<file path="src/rtl/i2c_slave_target_pkg.sv">
// Shared definitions for the I2C target: FSM state encoding, bus-level
// constants and the byte length used by the bit counter.
// No ports (package).
package i2c_slave_target_pkg;

    typedef enum logic [2:0] {
        ST_IDLE      = 3'd0,
        ST_ADDR      = 3'd1,
        ST_ADDR_ACK  = 3'd2,
        ST_RX        = 3'd3,
        ST_RX_ACK    = 3'd4,
        ST_TX        = 3'd5,
        ST_TX_ACK    = 3'd6,
        ST_WAIT_STOP = 3'd7
    } i2c_state_e;

    localparam logic       I2C_RW_READ   = 1'b1;
    localparam logic       I2C_ACK       = 1'b0;
    localparam logic       I2C_NACK      = 1'b1;
    localparam logic [3:0] BITS_PER_BYTE = 4'd8;

endpackage

</file>
<file path="src/rtl/i2c_slave_target_if.sv">
// Bus and host-side signal bundle for the I2C target.
//   scl_in, sda_in : pad levels seen by the target
//   sda_oe         : 1 = target pulls SDA low
//   ack_en         : host choice to ACK (1) or NACK (0) written data bytes
//   rx_data/rx_valid : received write-data byte and its one-clk strobe
//   tx_data/tx_req : read byte from the host and the one-clk request for it
//   busy, rw       : transfer in progress and its direction (1 = read)
interface i2c_slave_target_if;
    logic       scl_in;
    logic       sda_in;
    logic       sda_oe;
    logic       ack_en;
    logic [7:0] rx_data;
    logic       rx_valid;
    logic [7:0] tx_data;
    logic       tx_req;
    logic       busy;
    logic       rw;

    modport slave (
        input  scl_in, sda_in, ack_en, tx_data,
        output sda_oe, rx_data, rx_valid, tx_req, busy, rw
    );

    modport master (
        output scl_in, sda_in, ack_en, tx_data,
        input  sda_oe, rx_data, rx_valid, tx_req, busy, rw
    );
endinterface

</file>
<file path="src/rtl/i2c_slave_target_sync_edge.sv">
// Multi-flop synchroniser for one bus line plus rise/fall detection on the
// synchronised level.
//   clk, reset : system clock, synchronous active-low reset
//   din        : asynchronous pad level
//   level      : synchronised level
//   rise, fall : one-clk strobes on synchronised transitions
// The chain and the history flop reset to 1 (idle bus level) so no edge is
// reported coming out of reset while the bus is idle.
module i2c_slave_target_sync_edge #(
    parameter int SYNC_STAGES = 2
) (
    input  logic clk,
    input  logic reset,
    input  logic din,
    output logic level,
    output logic rise,
    output logic fall
);

    logic [SYNC_STAGES-1:0] chain;
    logic                   prev;

    always_ff @(posedge clk) begin
        if (!reset) begin
            chain <= '1;
            prev  <= 1'b1;
        end else begin
            chain <= {chain[SYNC_STAGES-2:0], din};
            prev  <= chain[SYNC_STAGES-1];
        end
    end

    assign level = chain[SYNC_STAGES-1];
    assign rise  = level & ~prev;
    assign fall  = ~level & prev;

endmodule

</file>
<file path="src/rtl/i2c_slave_target.sv">
// I2C target (slave), 7-bit addressing, single/multi-byte write and read,
// no clock stretching. SCL/SDA are oversampled on clk.
//   clk, reset : system clock (>= 8x SCL), synchronous active-low reset
//   bus        : i2c_slave_target_if.slave bundle (pad levels, SDA pull-down
//                enable, host byte interface, busy/rw status)
//
// state        | meaning
// -------------+----------------------------------------------------------
// ST_IDLE      | bus free, waiting for START
// ST_ADDR      | shifting in address byte
// ST_ADDR_ACK  | driving ACK for matched address
// ST_RX        | shifting in a write-data byte
// ST_RX_ACK    | driving ACK/NACK for a write-data byte
// ST_TX        | driving a read-data byte, MSB first
// ST_TX_ACK    | SDA released, sampling the master's ACK/NACK
// ST_WAIT_STOP | not addressed or transfer ended; ignore bus until STOP/START
module i2c_slave_target
    import i2c_slave_target_pkg::*;
#(
    parameter logic [6:0] SLAVE_ADDR  = 7'h50,
    parameter int         SYNC_STAGES = 2
) (
    input logic               clk,
    input logic               reset,
    i2c_slave_target_if.slave bus
);

    logic scl, scl_rise, scl_fall;
    logic sda, sda_rise, sda_fall;

    i2c_slave_target_sync_edge #(.SYNC_STAGES(SYNC_STAGES)) u_scl_sync (
        .clk   (clk),
        .reset (reset),
        .din   (bus.scl_in),
        .level (scl),
        .rise  (scl_rise),
        .fall  (scl_fall)
    );

    i2c_slave_target_sync_edge #(.SYNC_STAGES(SYNC_STAGES)) u_sda_sync (
        .clk   (clk),
        .reset (reset),
        .din   (bus.sda_in),
        .level (sda),
        .rise  (sda_rise),
        .fall  (sda_fall)
    );

    // Both lines share the same synchroniser depth, so their relative
    // ordering is preserved and SCL level here is the level at the SDA edge.
    logic start_cond, stop_cond;
    assign start_cond = sda_fall & scl;
    assign stop_cond  = sda_rise & scl;

    i2c_state_e state_q, state_d;
    logic [3:0] bit_cnt_q, bit_cnt_d;
    logic [7:0] shift_q, shift_d;
    logic [7:0] rx_data_q, rx_data_d;
    logic       sda_oe_q, sda_oe_d;
    logic       rx_valid_q, rx_valid_d;
    logic       tx_req_q, tx_req_d;
    logic       busy_q, busy_d;
    logic       rw_q, rw_d;
    logic       ack_q, ack_d;   // ACK decision carried into the next scl_fall

    always_ff @(posedge clk) begin
        if (!reset) begin
            state_q    <= ST_IDLE;
            bit_cnt_q  <= 4'd0;
            shift_q    <= 8'h00;
            rx_data_q  <= 8'h00;
            sda_oe_q   <= 1'b0;
            rx_valid_q <= 1'b0;
            tx_req_q   <= 1'b0;
            busy_q     <= 1'b0;
            rw_q       <= 1'b0;
            ack_q      <= 1'b0;
        end else begin
            state_q    <= state_d;
            bit_cnt_q  <= bit_cnt_d;
            shift_q    <= shift_d;
            rx_data_q  <= rx_data_d;
            sda_oe_q   <= sda_oe_d;
            rx_valid_q <= rx_valid_d;
            tx_req_q   <= tx_req_d;
            busy_q     <= busy_d;
            rw_q       <= rw_d;
            ack_q      <= ack_d;
        end
    end

    always_comb begin
        state_d    = state_q;
        bit_cnt_d  = bit_cnt_q;
        shift_d    = shift_q;
        rx_data_d  = rx_data_q;
        sda_oe_d   = sda_oe_q;
        rx_valid_d = 1'b0;
        tx_req_d   = 1'b0;
        busy_d     = busy_q;
        rw_d       = rw_q;
        ack_d      = ack_q;

        // tx_data is taken in the cycle the request is visible to the host;
        // the first bit is not driven until the following scl_fall.
        if (tx_req_q) begin
            shift_d = bus.tx_data;
        end

        if (stop_cond) begin
            state_d   = ST_IDLE;
            bit_cnt_d = 4'd0;
            sda_oe_d  = 1'b0;
            busy_d    = 1'b0;
        end else if (start_cond) begin
            state_d   = ST_ADDR;
            bit_cnt_d = 4'd0;
            sda_oe_d  = 1'b0;
        end else begin
            case (state_q)
                ST_ADDR: begin
                    if (scl_rise) begin
                        shift_d   = {shift_q[6:0], sda};
                        bit_cnt_d = bit_cnt_q + 4'd1;
                        if (bit_cnt_q == BITS_PER_BYTE - 4'd1) begin
                            if (shift_q[6:0] == SLAVE_ADDR) begin
                                rw_d   = sda;
                                busy_d = 1'b1;
                            end else begin
                                state_d   = ST_WAIT_STOP;
                                bit_cnt_d = 4'd0;
                                busy_d    = 1'b0;
                            end
                        end
                    end else if (scl_fall && bit_cnt_q == BITS_PER_BYTE) begin
                        state_d   = ST_ADDR_ACK;
                        bit_cnt_d = 4'd0;
                        sda_oe_d  = 1'b1;
                    end
                end

                ST_ADDR_ACK: begin
                    if (scl_rise && rw_q == I2C_RW_READ) begin
                        tx_req_d = 1'b1;
                    end else if (scl_fall) begin
                        if (rw_q == I2C_RW_READ) begin
                            state_d   = ST_TX;
                            sda_oe_d  = ~shift_q[7];
                            shift_d   = {shift_q[6:0], 1'b0};
                            bit_cnt_d = 4'd1;
                        end else begin
                            state_d  = ST_RX;
                            sda_oe_d = 1'b0;
                        end
                    end
                end

                ST_RX: begin
                    if (scl_rise) begin
                        shift_d   = {shift_q[6:0], sda};
                        bit_cnt_d = bit_cnt_q + 4'd1;
                        if (bit_cnt_q == BITS_PER_BYTE - 4'd1) begin
                            rx_data_d  = {shift_q[6:0], sda};
                            rx_valid_d = 1'b1;
                        end
                    end else if (scl_fall && bit_cnt_q == BITS_PER_BYTE) begin
                        state_d   = ST_RX_ACK;
                        bit_cnt_d = 4'd0;
                        sda_oe_d  = bus.ack_en;
                        ack_d     = bus.ack_en;
                    end
                end

                ST_RX_ACK: begin
                    if (scl_fall) begin
                        sda_oe_d = 1'b0;
                        if (ack_q) begin
                            state_d = ST_RX;
                        end else begin
                            state_d = ST_WAIT_STOP;
                            busy_d  = 1'b0;
                        end
                    end
                end

                ST_TX: begin
                    if (scl_fall) begin
                        if (bit_cnt_q == BITS_PER_BYTE) begin
                            state_d   = ST_TX_ACK;
                            bit_cnt_d = 4'd0;
                            sda_oe_d  = 1'b0;
                        end else begin
                            sda_oe_d  = ~shift_q[7];
                            shift_d   = {shift_q[6:0], 1'b0};
                            bit_cnt_d = bit_cnt_q + 4'd1;
                        end
                    end
                end

                ST_TX_ACK: begin
                    if (scl_rise) begin
                        if (sda == I2C_ACK) begin
                            tx_req_d = 1'b1;
                            ack_d    = 1'b1;
                        end else begin
                            ack_d   = 1'b0;
                            busy_d  = 1'b0;
                            state_d = ST_WAIT_STOP;
                        end
                    end else if (scl_fall && ack_q) begin
                        state_d   = ST_TX;
                        sda_oe_d  = ~shift_q[7];
                        shift_d   = {shift_q[6:0], 1'b0};
                        bit_cnt_d = 4'd1;
                    end
                end

                default: ;
            endcase
        end
    end

    assign bus.sda_oe   = sda_oe_q;
    assign bus.rx_data  = rx_data_q;
    assign bus.rx_valid = rx_valid_q;
    assign bus.tx_req   = tx_req_q;
    assign bus.busy     = busy_q;
    assign bus.rw       = rw_q;

endmodule

</file>
<file path="src/flat_wrapper.sv">
// flat-port wrapper written by rule: the top's interface ports become plain ports
module i2c_slave_target_flat import i2c_slave_target_pkg::*;
#(
    parameter logic [6:0] SLAVE_ADDR  = 7'h50,
    parameter int         SYNC_STAGES = 2
)
  (clk, reset, bus_scl_in, bus_sda_in, bus_ack_en, bus_tx_data, bus_sda_oe, bus_rx_data, bus_rx_valid, bus_tx_req, bus_busy, bus_rw);
  i2c_slave_target_if bus_i ();
  input logic clk;
  input logic reset;
  input wire logic [$bits(bus_i.scl_in)-1:0] bus_scl_in;
  input wire logic [$bits(bus_i.sda_in)-1:0] bus_sda_in;
  input wire logic [$bits(bus_i.ack_en)-1:0] bus_ack_en;
  input wire logic [$bits(bus_i.tx_data)-1:0] bus_tx_data;
  output wire logic [$bits(bus_i.sda_oe)-1:0] bus_sda_oe;
  output wire logic [$bits(bus_i.rx_data)-1:0] bus_rx_data;
  output wire logic [$bits(bus_i.rx_valid)-1:0] bus_rx_valid;
  output wire logic [$bits(bus_i.tx_req)-1:0] bus_tx_req;
  output wire logic [$bits(bus_i.busy)-1:0] bus_busy;
  output wire logic [$bits(bus_i.rw)-1:0] bus_rw;
  assign bus_i.scl_in = bus_scl_in;
  assign bus_i.sda_in = bus_sda_in;
  assign bus_i.ack_en = bus_ack_en;
  assign bus_i.tx_data = bus_tx_data;
  assign bus_sda_oe = bus_i.sda_oe;
  assign bus_rx_data = bus_i.rx_data;
  assign bus_rx_valid = bus_i.rx_valid;
  assign bus_tx_req = bus_i.tx_req;
  assign bus_busy = bus_i.busy;
  assign bus_rw = bus_i.rw;
  i2c_slave_target #(.SLAVE_ADDR(SLAVE_ADDR), .SYNC_STAGES(SYNC_STAGES)) u_core (.clk(clk), .reset(reset), .bus(bus_i));
endmodule
</file>
<file path="config.mk">
export PLATFORM = sky130hd
export DESIGN_NAME = i2c_slave_target_flat
export DESIGN_NICKNAME = d
export VERILOG_FILES = /design/src/rtl/i2c_slave_target_pkg.sv /design/src/rtl/i2c_slave_target_if.sv /design/src/rtl/i2c_slave_target_sync_edge.sv /design/src/rtl/i2c_slave_target.sv /design/src/flat_wrapper.sv
export SDC_FILE = /design/constraint.sdc
export NUM_CORES = 1
export LEC_CHECK = 0
export CELL_PAD_IN_SITES_DETAIL_PLACEMENT = 1
export CELL_PAD_IN_SITES_GLOBAL_PLACEMENT = 1
export CORE_ASPECT_RATIO = 0.8
export CORE_UTILIZATION = 40
export DETAILED_ROUTE_END_ITERATION = 8
export HOLD_SLACK_MARGIN = 0.08
export PLACE_DENSITY_LB_ADDON = 0.12
export SETUP_SLACK_MARGIN = 0.2
export SLEW_MARGIN = 20
export SYNTH_ARGS = -nofsm -noshare
export SYNTH_HDL_FRONTEND = slang
export SYNTH_SLANG_ARGS = --single-unit
</file>
<file path="constraint.sdc">
create_clock -name clk -period 3 [get_ports clk]
set_clock_uncertainty 0.15 [all_clocks]
set_input_delay 0.9 -clock clk [delete_from_list [all_inputs] [get_ports clk]]
set_output_delay 0.9 -clock clk [all_outputs]
set_load 0.05 [all_outputs]
</file>
==> out/qor.txt <==
H-tree levels: 2
Final hold viol count: 0
EDFF count, synth: 0
Synth Register Bits: 35
Ys async rst share: 0%
Final Instance Count excl. Fillers: 326
CTS root buf: clkbuf_8
Final wirelength: 5730 um
Setup crit end kind: output port
GR Util met1: 31.8%
Row count: 23
Worst EP arrival: 1610 ps
Max cap viols: 0
TritonCTS clock tree: yes
Power per cell area: 436 nW/um2
TritonCTS buffer count: 5
Slowest library cell on the worst path: clkdlybuf4s50_1
Slew headroom: 28.2%
Syn nets: 255
Slew Limit Fails: 0
Pin count of the biggest net entering global routing: 25
Fin crit share: 88.8%
Outcome: complete, no violations
Post-CTS Setup Bufs: 0
Fmax: 375 MHz
CP max FO: 6
Synth Flop Type: dfxtp_1
Die X: 82.5 um
Filler Cells Inserted: 596
Initial Util: 41.4%
Post-Syn Area: 2070 um2
Pre-CTS setup slack: 394 ps
Routed length per placed instance: 17.6 um
RSZ-0062 raised after global routing: no
Worst min-delay path category: flop to flop
Busiest grt layer: met2
Synthesized instance count: 240
Cts hold-fix bufs: 0
Mean post-synth cell area: 8.64 um2
Most instantiated library cell after synthesis: dfxtp_1
Die H: 66.4 um
GP Congestion: 0.824
Initial antenna violation count: 0
Final instance area: 2480 um2
DP Wirelength: 4220 um
Final #Nets: 278
# port buffers: 25
Synth unique cells: 58
Maximum vdd drop: 251 uV
Diodes inserted: 0
Area post-placement: 2370 um2
Yosys top cell by area: dfxtp_1
Clk slew on worst S/H paths: 80 ps
Core area: 5010 um2
Hold WS: 274 ps
DRC viols: 0
DRT Pass-1 Iters: 5
Share of post-route cells with drive strength above 1: 9.85%
Crit path time final: 2660 ps
Worst Path Required: 1950 ps
DRT iter0 DRCs: 80
Vias per cell: 5.93
Area Growth Syn to Fin: 19.8%
Crit path kind: flop to output port
Post-route setup TNS: 0 ps
Post-synth top cells: dfxtp_1, mux2i_1, nand2_1, o21ai_0, a21oi_1
Startpoint types: flop
First-pass GRT wire length: 9410 um
Ys Warns: 0
Die area: 5480 um2
Routed via count: 1933
CP Cell Sequence: clkdlybuf4s50_1
Critical path buffer and inverter count: 1
Inst Count DP: 318
Worst setup slack after layout: 336 ps
Resized cells post-CTS: 0
Met3 Track Usage GR: 5.38%
Top delay family on crit path: buffers and inverters
Area contributors post-synth: dfxtp_1, mux2i_1, nand2_1, o21ai_0, o311a_1
Clk_lat worst skew: 290 ps
Final setup viols: 0
Total GRT Usage: 23.1%
Grt total ovfl: 0
Clock Path Buffers: 2
Part of the Yosys area used for sequential elements: 33.8%
Vias in the first global route: 1884
Met2 Use GR: 36.0%
Antenna Nets Post-Route: 0
LEAKAGE: 0.000881 uW
Clock sink total: 35
Pin slew with the least headroom to its limit: 1080 ps
Ports: 26
Synth top area share: 33.8%
Crit-path max cell delay: 860 ps
==> path summary, 6_finish.rpt <==
kind	start	cells past startpoint	endpoint	slack [ps]
worst min-delay path	u_core.u_sda_sync.chain[0]	1	u_core.u_sda_sync.chain[1]	270
worst max register to register	u_core.state_q[0]	5	u_core.shift_q[1]	450
worst max-delay path	u_core.bus.rw	1	bus_rw	340
worst min register to register	u_core.u_sda_sync.chain[0]	1	u_core.u_sda_sync.chain[1]	270
==> kinds of logic (layout without fill, tap and decap cells) <==
family / after synthesis / after routing / share of synthesized area, %
flops: 35 / 35 / 33.8
xor+xnor: 2 / 2 / 0.845
compound gates: 73 / 73 / 24.9
simple gates: 82 / 82 / 23.4
buf+inv: 26 / 50 / 6.22
fa+ha+maj: 2 / 2 / 1.21
mux: 20 / 20 / 9.72
==> through the flow <==
| stage | power [uW] | util [%] |
|---|---|---|
| after floorplan | 610 | - |
| after global placement | 658 | 47.4 |
| after detailed placement | 661 | 47.4 |
| after CTS | 1090 | 49.6 |
| after global routing | 1130 | 49.6 |
| final | 1080 | 49.6 |
==> flip-flops by register name, summed over array words and instances, names as in the netlist <==
signal / count
u_core.bit_cnt_q: 4
u_core.u_scl_sync.chain: 2
u_core.bus.rx_valid: 1
u_core.state_q: 3
u_core.u_scl_sync.prev: 1
u_core.bus.rw: 1
u_core.u_sda_sync.chain: 2
u_core.shift_q: 8
u_core.bus.sda_oe: 1
u_core.u_sda_sync.prev: 1
u_core.bus.rx_data: 8
u_core.ack_q: 1
u_core.bus.busy: 1
u_core.bus.tx_req: 1
==> layout by cell type (no fill, tap or decap), types with 2 or more instances in the layout <==
| cell type | n |
|---|---|
| nand2_1 | 19 |
| nor3_1 | 4 |
| o211ai_1 | 4 |
| o31ai_1 | 3 |
| a211oi_1 | 5 |
| nand2b_1 | 9 |
| clkdlybuf4s50_1 | 25 |
| a21o_1 | 2 |
| o21ai_0 | 14 |
| nand3b_1 | 4 |
| or4_1 | 3 |
| nor3b_1 | 2 |
| dfxtp_1 | 35 |
| nor2b_1 | 11 |
| inv_1 | 9 |
| a311oi_1 | 2 |
| o21ai_1 | 4 |
| ha_1 | 2 |
| buf_4 | 8 |
| nor2_1 | 11 |
| clkbuf_8 | 5 |
| and3b_1 | 2 |
| o311a_1 | 7 |
| nand3_1 | 2 |
| mux2i_1 | 19 |
| a31oi_1 | 4 |
| o22ai_1 | 2 |
| nor4_1 | 2 |
| a21oi_1 | 13 |
| a2bb2oi_1 | 2 |
==> routing by layer <==
layer | part of all wire, % | routed length, um | vias to the layer above
li1 | - | - | 938
met1 | 50 | 2870 | 953
met2 | 45 | 2600 | 33
met3 | 3.5 | 198 | 9
met4 | 1.1 | 62 | 0
met5 | 0 | 0 | -
==> layout make-up <==
cell class	instances	area (um2)	share of cell area, %
clock buffers	5	68.8	2.77
clock inverters	3	43.8	1.76
inverters	9	33.8	1.36
multi-input cells	179	1250	50.3
flip-flops and latches	35	701	28.2
well taps	62	77.6	3.12
repair buffers	33	310	12.5
==> power by group <==
part,leakage (uW),internal [uW],switching [uW]
Combinational,0.000539,66.6,83.3
Sequential,0.000284,479,23.8
Clock,0.0000581,247,183
Note: power is estimated with default switching activity, not from simulation.
